**config.mk**
```make
export PLATFORM = sky130hd
export DESIGN_NAME = mem_dst_writer
export DESIGN_NICKNAME = d
export VERILOG_FILES = /design/src/rtl/mem_dst_writer.sv
export SDC_FILE = /design/constraint.sdc
export NUM_CORES = 1
export LEC_CHECK = 0
export CORE_UTILIZATION = 60
export CTS_CLUSTER_SIZE = 28
export DETAILED_ROUTE_END_ITERATION = 8
export PLACE_DENSITY = 0.79
export SYNTH_ARGS = -nofsm -noshare
export SYNTH_HDL_FRONTEND = slang
export SYNTH_SLANG_ARGS = --single-unit
```
**constraint.sdc**
```tcl
create_clock -name clk -period 3.2 [get_ports clk]
set_input_delay 0.32 -clock clk [delete_from_list [all_inputs] [get_ports clk]]
set_output_delay 0.32 -clock clk [all_outputs]
set_load 0.03 [all_outputs]
```
**src/rtl/mem_dst_writer.sv**
```systemverilog
// rtl/mem_dst_writer.sv - destination endpoint: address reassembly, one-stage write pipeline, 32-entry memory
// Optional build macro MEM_DST_SEQ_CHECK_EN enables expected-address sequence checking.
module mem_dst_writer #(
    parameter int DATA_W     = 8,
    parameter int FIRST_ADDR = 1,
    parameter int LAST_ADDR  = 19
) (
    input  logic              clk,
    input  logic              rstor,
    input  logic              in1,
    input  logic              in2,
    input  logic              in3,
    input  logic              in4,
    input  logic              in5,
    input  logic [DATA_W-1:0] din,
    input  logic              din_valid,
    input  logic [4:0]        rd_addr,
    output logic [DATA_W-1:0] rd_data,
    output logic              wr_en,
    output logic [4:0]        wr_addr,
    output logic [DATA_W-1:0] wr_data,
    output logic [5:0]        word_cnt,
    output logic              busy,
    output logic              done,
    output logic              err
);

    typedef enum logic [1:0] {
        IDLE = 2'd0,
        RECV = 2'd1,
        DONE = 2'd2
    } state_t;

    state_t            state;
    state_t            state_nx;
    logic [4:0]        addr;
    logic              accept;
    logic              seq_ok;
    logic              capture;
    logic              last_write;
    logic [DATA_W-1:0] mem [32];

    assign addr       = {in1, in2, in3, in4, in5};
    assign last_write = wr_en && (wr_addr == 5'(LAST_ADDR));
    assign capture    = accept && seq_ok;

`ifdef MEM_DST_SEQ_CHECK_EN
    logic [4:0] exp_addr;
    logic       err_q;

    assign seq_ok = (addr == exp_addr);
    assign err    = err_q;

    // A rejected word neither writes nor advances the expected address.
    always_ff @(posedge clk) begin
        if (rstor) begin
            exp_addr <= 5'(FIRST_ADDR);
            err_q    <= 1'b0;
        end else begin
            if (capture) begin
                exp_addr <= exp_addr + 5'd1;
            end
            if (accept && !seq_ok) begin
                err_q <= 1'b1;
            end
        end
    end
`else
    logic unused_first_addr;

    assign seq_ok            = 1'b1;
    assign err               = 1'b0;
    assign unused_first_addr = ^FIRST_ADDR;
`endif

    always_ff @(posedge clk) begin
        if (rstor) begin
            state <= IDLE;
        end else begin
            state <= state_nx;
        end
    end

    always_comb begin
        state_nx = state;
        accept   = 1'b0;
        case (state)
            IDLE: begin
                if (din_valid) begin
                    accept   = 1'b1;
                    state_nx = RECV;
                end
            end
            RECV: begin
                accept = din_valid;
                if (last_write) begin
                    state_nx = DONE;
                end
            end
            DONE: begin
                accept = 1'b0;
            end
            default: begin
                state_nx = IDLE;
            end
        endcase
    end

    // A word captured on the same edge that reaches DONE still drains.
    assign busy = (state == RECV) || ((state == DONE) && wr_en);
    assign done = (state == DONE);

    always_ff @(posedge clk) begin
        if (rstor) begin
            wr_en    <= 1'b0;
            wr_addr  <= 5'd0;
            wr_data  <= '0;
            word_cnt <= 6'd0;
        end else begin
            wr_en <= capture;
            if (capture) begin
                wr_addr <= addr;
                wr_data <= din;
            end
            if (wr_en && (word_cnt != 6'd63)) begin
                word_cnt <= word_cnt + 6'd1;
            end
        end
    end

    // Memory is never cleared; reset only blocks a write pending on that edge.
    always_ff @(posedge clk) begin
        if (wr_en && !rstor) begin
            mem[wr_addr] <= wr_data;
        end
    end

    always_ff @(posedge clk) begin
        if (rstor) begin
            rd_data <= '0;
        end else begin
            rd_data <= mem[rd_addr];
        end
    end

endmodule

```
==> results of run 1 <==
power by group:
part | leakage [uW] | internal, uW | switching, uW | total (uW)
combinational | 0.00135 | 176 | 265 | 441
sequential | 0.00244 | 4090 | 24.1 | 4120
clock | 0.000456 | 2000 | 1290 | 3290
total | 0.00424 | 6270 | 1580 | 7850
kinds of logic (layout without fill, tap and decap cells):
group                      Yosys count  after routing
muxes                               89             89
DFF                                286            286
other                                1              1
AOI/OAI and AO/OA                   58             58
buffers and inverters               34            146
adders and majority gates            1              1
and+or+nand+nor                    105            105
xor gates and xnor gates             5              5
routing by layer:
layer,GRT usage (%),part of all wire (%),wire length (um)
met1,36.9,40,9660
met2,42.3,49,11800
met3,4.14,8.4,2010
met5,0,0,0
met4,8.54,2.3,560
stage by stage:
step,setup slack [ps],instances,util [%],total power [uW],hold WS (ps)
5_1_grt,794,920,71.5,8050,355
3_5_place_dp,777,868,66.4,4630,487
4_1_cts,904,920,71.5,7890,337
3_3_place_gp,819,868,66.4,4620,474
2_1_floorplan,1120,579,-,4470,450
6_report,904,920,71.5,7850,355
tightest hold or removal path: stages:
cell and delay (ps):
clkdlybuf4s50_1 400, nand2_1 60, a21oi_1 50
flip-flops by register name, indices dropped and copies added, names as in the netlist:
signal / cells
mem: 256
rd_data: 8
wr_data: 8
word_cnt: 6
wr_addr: 5
state: 2
wr_en: 1
cell usage after synthesis, drive strengths merged (2+ instances only):
cell and number:
or3b 2, o2111ai 2, o211ai 3, a221o 8, nor2b 6, nand3b 4
nand2 33, a31oi 8, mux4 56, and3 2, dfxtp 30, buf 16
edfxtp 256, clkbuf 14, mux2i 33, nand2b 2, a22oi 8, and2 2
or3 2, xor2 5, a221oi 6, nand4 2, o21ai 7, nor2 45
nand3 3, inv 2, a21oi 13
cell usage in the layout, fill, tap and decap left out, drive strengths merged, types with 3 or more instances in the layout:
master and n:
mux4 56, a221o 8, bufinv 4, a31oi 8, a221oi 6, dfxtp 30, nand3 3, clkinv 10
nor2b 6, xor2 5, nand3b 4, o21ai 7, edfxtp 256, nor2 45, clkbuf 38, a22oi 8
buf 44, o211ai 3, a21oi 13, mux2i 33, nand2 33, clkdlybuf4s50 48
path summary, 6_finish.rpt:
| path | start | endpoint | cells past startpoint |
|---|---|---|---|
| setup / recovery | state[1] | busy | 3 |
| hold / removal | in5 | wr_addr[0] | 3 |
| setup reg to reg | wr_en | mem[0][1] | 3 |
| hold reg to reg | state[1] | state[0] | 1 |
area by class of cell:
cell class | instances | area, um^2 | area share [%]
inverters | 2 | 7.51 | 0.0578
clock buffers | 38 | 769 | 5.93
repair buffers | 92 | 831 | 6.40
multi-input cells | 259 | 2630 | 20.3
flip-flops and latches | 286 | 8290 | 63.8
well taps | 229 | 287 | 2.21
clock inverters | 14 | 166 | 1.28
==> results.toml, run 1 <==
[worst_hold_path]
hp-class = "primary input to flop"

[yosys]
postSynthAreaPerCell_um2 = 19.4
synth_nets = 601
syn_inst = 579
synth_compound_area_share_pct = 3.62
synth_fa_ha_area_share_pct = 0.112
syn-cell-area_mm2 = 0.0112
ys_ff_latch = 286
synth-edff-count = 256
synth_xor_area_share_pct = 0.391
yosysWarnings = 0
synth_top_family_by_area = "multiplexers"
synth-simple-area-share_pct = 4.21
ys_seq_area_share_pct = 74.0
yosysTopAreaCell = "edfxtp_1"
synth.distinct_cells = 46
synth_area_leaders = "edfxtp_1, mux4_1, mux4_2, dfxtp_1, mux2i_1"
ys_async_sr_fraction_pct = 0
synthFlopType = "edfxtp_1"
muxShareOfSynthArea_pct = 15.1
synth_top_area_share_pct = 68.6

[worst_setup_path]
cp.required_ps = 2880
end_kind = "primary output"
critPathTopFamily = "buffers and inverters"
crit_type = "flop to primary output"
path_max_fanout = 5
arrival_ps = 1980
cp_slowest_cell = "clkdlybuf4s50_1"
slowest_delay_ps = 660
crit_buf_inv = 1
reg2reg_slack_ps = 990
cp_cell_sequence = "nor2b_1, a21o_1, clkdlybuf4s50_1"
cp-start-kind = "flop"

[routing]
wire_per_inst_um = 26.1
viasPerCell = 6.40
drt_iter0_markers = 742
drc_errors = 1
drt-total-wl_um = 24000
via_count = 5889
drt_first_pass_iters = 9
postRouteAntennaNets = 0

[sta]
slew_violations = 0
fmax_ghz = 0.436
final.min_clock_period_ps = 2300
rsz0062_at_grt = "false"
fin_crit_sh_pct = 71.7
clock-skew-final_ps = 10.3
final-setup-viol-count = 0
hold_viol = 0
worst_pin_slew_ps = 884
slew_headroom_pct = 40.8
setup_tns_ps = 0

[run_status]
violations = "DRC"
status = "finished, violations left"

[global_routing]
grt-ovfl-total = 0
grt_pass1_wl_um = 36700
grt_pass1_vias = 5980
antenna_found_initial = 0
grt_usage_pct = 26.1
grt_max_degree = 54

[clocking]
post_cts.repair.setup_buffers = 0
cts_tree = "done"
ctsRootBufferMaster = "clkbuf_16"
worstSkewPairLatency_ps = 530
numCtsBuffers = 28
cts_resized = 0
clk_pin_slew_ps = 60
cts_sinks = 286
cts_max_level = 1
holdBufCountCts = 0
clockBufferDepth = 3

[die]
rows = 49
coreArea_mm2 = 0.0181
dieArea_mm2 = 0.0192
die_w_um = 139
die_height_um = 139
io_pins = 52
start_util_pct = 61.7

[pwr]
leakagePower_uw = 0.00424
peakVddDrop_v = 0.000610
power_density_mw_per_mm2 = 605

[cells_and_area]
final_layout_size_suffix_gt1_share_pct = 16.5
area_growth_pct = 15.9
fin_nets = 691
final_cell_area_mm2 = 0.0130
num-fill-cells = 1055
diodes = 0

[placed_design]
io_buffers = 50
dp_hpwl_um = 15100
post_dp_cell_area_mm2 = 0.0120
gp_congestion = 0.864

[run]
maxCapViolCount = 0
(Power assumes the default switching activity.)
==> inputs of run 2 (changes only) <==
==> constraint.sdc (replaced) <==
create_clock -name clk -period 2.3 [get_ports clk]
set_input_delay 0.23 -clock clk [delete_from_list [all_inputs] [get_ports clk]]
set_output_delay 0.23 -clock clk [all_outputs]
set_load 0.03 [all_outputs]
==> results.toml, run 2 (same netlist as run 1, synthesis figures left out) <==
[run_status]
status = "finished, violations left"
violations = "DRC"

[sta]
clock-skew-final_ps = 8.26
hold_viol = 0
final.min_clock_period_ps = 2160
fmax_ghz = 0.463
fin_crit_sh_pct = 93.9
slew_violations = 0
rsz0062_at_grt = "false"
final-setup-viol-count = 0
hold_ws_ps = 265
setup_tns_ps = 0
worst_slack_ps = 140

[worst_hold_path]
hold_depth = 3
min_from = "in1"
whs_endpoint = "wr_addr[4]"
hp-class = "primary input to flop"

[routing]
viasPerCell = 6.36
wire_per_inst_um = 25.2
drt_iter0_markers = 590
drc_errors = 2
via_count = 5936
drt_first_pass_iters = 7
postRouteAntennaNets = 0
drt-total-wl_um = 23500

[placed_design]
io_buffers = 50
gp_congestion = 0.926
place_inst = 886
dp_hpwl_um = 15300
post-place-ws_ps = 110
post_dp_cell_area_mm2 = 0.0122

[cells_and_area]
largest_reg_flops = 256
reg_top3 = "mem (256), rd_data (8), wr_data (8)"
diodes = 0
num-fill-cells = 1074
layout_commonest_cell = "edfxtp_1"
final_cell_area_mm2 = 0.0131
final_layout_size_suffix_gt1_share_pct = 19.4
fin_nets = 708
largest-register = "mem"
area_growth_pct = 16.5
layout_common_cells = "edfxtp_1, buf_4, clkdlybuf4s50_1, nor2_1"
stdcell_count = 934

[worst_setup_path]
path_max_fanout = 5
crit_type = "flop to primary output"
end_kind = "primary output"
arrival_ps = 1930
cp-start-kind = "flop"
reg2reg_slack_ps = 400
reg2reg_depth = 4
cp.required_ps = 2070
r2r_start = "wr_en"
regToRegEndpoint = "mem[31][0]"

[global_routing]
antenna_found_initial = 0
grt_pass1_vias = 6102
grt-ovfl-total = 0
grt_pass1_wl_um = 36000
grt_usage_pct = 25.3
grt_max_degree = 50

[pwr]
power_density_mw_per_mm2 = 803
leakagePower_uw = 0.00432
peakVddDrop_v = 0.000689

[clocking]
cts_tree = "done"
ctsRootBufferMaster = "clkbuf_16"
clockBufferDepth = 3
cts_sinks = 286
numCtsBuffers = 27
worstSkewPairLatency_ps = 530
holdBufCountCts = 0
clk_pin_slew_ps = 60
cts_max_level = 1

[die]
io_pins = 52
start_util_pct = 61.7
rows = 49
die_w_um = 139
die_height_um = 139
dieArea_mm2 = 0.0192
coreArea_mm2 = 0.0181

[run]
maxCapViolCount = 0
run 2: worst max-delay path by stage:
stage          cells after the start       start          to
4_1_cts                            3    state[1]        busy
5_1_grt                            2    state[1]        done
3_5_place_dp                       6  rd_addr[0]  rd_data[1]
2_1_floorplan                      5       wr_en   mem[0][0]
6_report                           2    state[1]        done
3_3_place_gp                       6  rd_addr[0]  rd_data[1]
run 2: layer usage:
layer | global-route usage, % | share of wire [%] | vias up
met5 | 0 | 0 | -
met4 | 7.72 | 2.9 | 0
met3 | 3.97 | 6.5 | 55
met2 | 41.3 | 49 | 286
met1 | 35.8 | 42 | 3024
li1 | - | - | 2571
run 2: area by class of cell:
cell class              instances  area (um^2)  area share (%)
clock buffers                  37          773            5.92
clock inverters                11         56.3           0.431
inverters                       2         7.51          0.0575
multi-input cells             259         2630            20.2
flip-flops and latches        286         8290            63.5
well taps                     229          287            2.20
repair buffers                110         1010            7.71
run 2: stage by stage:
step / util, % / power (uW)
after global routing: 71.9 / 10800
after detailed placement: 67.3 / 6470
after global placement: 67.3 / 6450
after floorplan: - / 6220
final: 71.9 / 10500
after CTS: 71.9 / 10500
run 2: worst max-delay path, cell delays in order, from the launching register on:
cell and delay (ps):
dfxtp_1 390, nor2b_1 290, clkdlybuf4s50_1 730
run 2: what timing repair did:
action / in CTS / in global routing
endpoints found under the setup margin: 0 / 1
buffers inserted: 0 / 0
endpoints found under the hold margin: 0 / 0
gates resized for setup: 0 / 1
run 2: power breakdown:
part	leakage [uW]	total [uW]	internal [uW]	switching [uW]
combinational	0.00147	630	262	368
sequential	0.00244	5730	5700	36.4
clock	0.000417	4120	2340	1790
total	0.00432	10500	8290	2190
==> inputs of run 3 (changes only) <==
--- a/config.mk
+++ b/config.mk
@@ -5,6 +5,7 @@
 export SDC_FILE = /design/constraint.sdc
 export NUM_CORES = 1
 export LEC_CHECK = 0
+export CORE_MARGIN = 2
 export CORE_UTILIZATION = 60
 export CTS_CLUSTER_SIZE = 28
 export DETAILED_ROUTE_END_ITERATION = 8
==> results.toml, run 3 (same netlist as run 1, synthesis figures left out) <==
[sta]
setup_tns_ps = 0
final.min_clock_period_ps = 2090
worst_pin_slew_ps = 541
final-setup-viol-count = 0
clock-skew-final_ps = 14.1
hold_viol = 0
rsz0062_at_grt = "false"
fin_crit_sh_pct = 90.8
fmax_ghz = 0.479
slew_violations = 0
slew_headroom_pct = 63.8

[placed_design]
dp_hpwl_um = 15100
io_buffers = 50
gp_congestion = 0.937

[clocking]
holdBufCountCts = 0
clk_pin_slew_ps = 60
cts_resized = 0
cts_max_level = 1
ctsRootBufferMaster = "clkbuf_16"
post_cts.repair.setup_buffers = 0
clockBufferDepth = 3
cts_sinks = 286
cts_tree = "done"
worstSkewPairLatency_ps = 540
numCtsBuffers = 27

[pwr]
power.total_uw = 10400
power_frac_comb_pct = 6.1
swShare_pct = 21.7
pwr-share-clk_pct = 38.7
power.switching_uw = 2250
leakagePower_uw = 0.00429
pwr-share-seq_pct = 55.2
peakVddDrop_v = 0.000643
power_density_mw_per_mm2 = 797
intPower_uw = 8130

[worst_setup_path]
cp.required_ps = 2070
arrival_ps = 1860
path_max_fanout = 5
end_kind = "primary output"
crit_type = "flop to primary output"
cp-start-kind = "flop"
r2r_start = "wr_en"
critPathLaunch = "state[1]"

[run_status]
status = "completed"

[die]
coreArea_mm2 = 0.0181
rows = 49
die_height_um = 141
die_w_um = 141
io_pins = 52
start_util_pct = 61.7
dieArea_mm2 = 0.0198

[run]
maxCapViolCount = 0

[routing]
drc_errors = 0
postRouteAntennaNets = 0
drt-total-wl_um = 24100
met2_length_um = 11700
drt_iter0_markers = 687
top_layer = "met4"
wl_met3_um = 1780
wire_per_inst_um = 25.7
drt_first_pass_iters = 5
viasPerCell = 6.36
via_count = 5956
m1WireLength_um = 10000

[global_routing]
grt_max_degree = 38
grt_usage_pct = 25.1
grt_pass1_vias = 6081
grt-ovfl-total = 0
antenna_found_initial = 0
grt_pass1_wl_um = 36900

[cells_and_area]
num-fill-cells = 1051
layout_common_cells = "edfxtp_1, buf_4, clkdlybuf4s50_1, nor2_1"
final_layout_size_suffix_gt1_share_pct = 19.2
largest_reg_flops = 256
multi_input_area_mm2 = 0.00264
largest-register = "mem"
regArea_mm2 = 0.00829
area_growth_pct = 16.2
reg_top3 = "mem (256), rd_data (8), wr_data (8)"
fin_nets = 710
diodes = 0
layout_commonest_cell = "edfxtp_1"

[worst_hold_path]
hp-class = "primary input to flop"
min_from = "din[6]"
==> run 3: power groups by stage <==
stage               Combinational (uW)  Clock (uW)  Sequential [uW]
finish                             631        4020             5730
global placement                   606           0             5840
CTS                                629        4070             5730
floorplan                          306           0             5920
global route                       664        4270             5730
detailed placement                 623           0             5840
==> run 3: through the flow <==
step	instances	instance area (um^2)	setup WS (ps)	util, %	hold WS (ps)
2_1_floorplan	579	11200	221	-	366
3_3_place_gp	888	12200	134	67.3	476
3_5_place_dp	888	12200	102	67.3	498
4_1_cts	937	13000	29.7	71.7	222
5_1_grt	937	13000	112	71.7	255
6_report	937	13000	211	71.7	239
==> run 3: final timing paths <==
path | endpoint | slack [ps] | cells past startpoint
max | done | 210 | 2
min | wr_data[6] | 240 | 3
max reg2reg | mem[31][1] | 300 | 5
min reg2reg | state[0] | 520 | 1
==> run 3: layout make-up <==
type / instances / area share, %
Clock inverter: 15 / 0.692
Clock buffer: 34 / 5.39
Tap cell: 229 / 2.20
Multi-Input combinational cell: 259 / 20.2
Timing Repair Buffer: 112 / 7.75
Sequential cell: 286 / 63.7
Inverter: 2 / 0.0577
==> run 3: routing by layer <==
layer | vias up | track usage, %
li1 | 2568 | -
met1 | 3060 | 36.8
met2 | 284 | 40.5
met5 | - | 0
met4 | 0 | 7.89
met3 | 44 | 3.40
==> run 3: worst max-delay path: stages, from the launching register on <==
cell and delay (ps):
dfxtp_1 400, nor2b_2 230, clkdlybuf4s50_1 690
==> patch: new RTL, flow settings as in run 2 <==
The parameter `DATA_W` goes from 8 to 12.
--- a/src/rtl/mem_dst_writer.sv
+++ b/src/rtl/mem_dst_writer.sv
@@ -3,3 +3,3 @@
 module mem_dst_writer #(
-    parameter int DATA_W     = 8,
+    parameter int DATA_W     = 12,
     parameter int FIRST_ADDR = 1,
Ports: changed (resized din, rd_data and wr_data); port bits go from 52 to 64. The function was not compared with the original's and may differ.
==> patch against run 2 <==
The flow still finishes with violations (design-rule violations); area after synthesis increased by 45%; non-clock buffer count up 23; worst setup slack worse by 2.5 ps; register-to-register slack worse by 120 ps; design area increased by 44%; sequential cell count up 136; critical path depth rose by 1; routed wire length is 57% higher; core utilization fell by 0.36 points; total power is 49% higher; global-route usage up 2.3 points; critical path type unchanged; largest power group unchanged.
==> patch: results <==
[run_status]
status = "complete, but fails checks"
violations = "design-rule violations"

[placed_design]
io_buffers = 62
placed_cells = 1230
dpl.hpwl_um = 23140
placed_area_mm2 = 0.01754

[power_and_ir_drop]
powerComb_w = 0.000921
p_seq_frac = 0.540
peakVddDrop_mv = 0.7740
power.leakage_nw = 6.088
finalPower_w = 0.01567

[grt]
grt_pass1_wl_um = 55210
use_met3 = 0.04206
first_global_vias = 8643
grt_use_met1 = 0.3847
grt_use_total = 0.2753

[synth]
syn_area_per_cell_um2 = 20.02
synth_compound_area_frac = 0.03461
synth_top_area_frac = 0.7103
synth-edff-count = 384
synthMuxAreaShare = 0.1518
ys_types = 42
syn_nets = 837

[clock_network]
numCtsBuffers = 40
cts.sinks = 422

[hold_path]
hold_start = "in2"

[finish]
buffers_excl_clock = 133
bufAreaShareNonClock = 0.06413
final-seq-area_mm2 = 0.01229
drive_above_1_share = 0.2021
area_delta_synth_final_pct = 15.85
reg_top3 = "mem: 384 flops, rd_data: 12 flops, wr_data: 12 flops"
multi_input_area_share = 0.1921
multi_input_cells = 338

[timing]
hold_slack_ps = 256.1
clock_skew_ps = 18.10

[drt]
drc_errors = 1
met1Wirelength_um = 14200
wl_met3_um = 3152
drt-initial-drc-count = 944

[worst_setup_path]
r2r-end = "mem[12][0]$_DFFE_PP_"
reg2reg_slack_ps = 280
[patch: cell types whose count changed in the layout (fill, tap and decap cells not counted), sizes merged, moves of 14 or more]
| cell | before | now |
|---|---|---|
| nand2 | 33 | 47 |
| clkbuf | 37 | 56 |
| mux2i | 33 | 49 |
| edfxtp | 256 | 384 |
| mux4 | 56 | 84 |
[patch: critical path: stages, from the launching register on]
cell and delay (ps):
dfxtp_1 380, nor2b_1 230, a21o_1 150, clkdlybuf4s50_1 660
[patch: worst max-delay path by stage]
stage,startpoint,to,slack [ps],cells past startpoint
final,state[1]$_SDFFE_PP0P_,busy,140,3
after global routing,state[1]$_SDFFE_PP0P_,busy,50,3
after floorplan,wr_en$_SDFF_PP0_,mem[0][0]$_DFFE_PP_,50,5
after CTS,state[1]$_SDFFE_PP0P_,busy,120,3
after detailed placement,rstor,mem[28][5]$_DFFE_PP_,110,5
after global placement,rstor,mem[28][5]$_DFFE_PP_,160,5
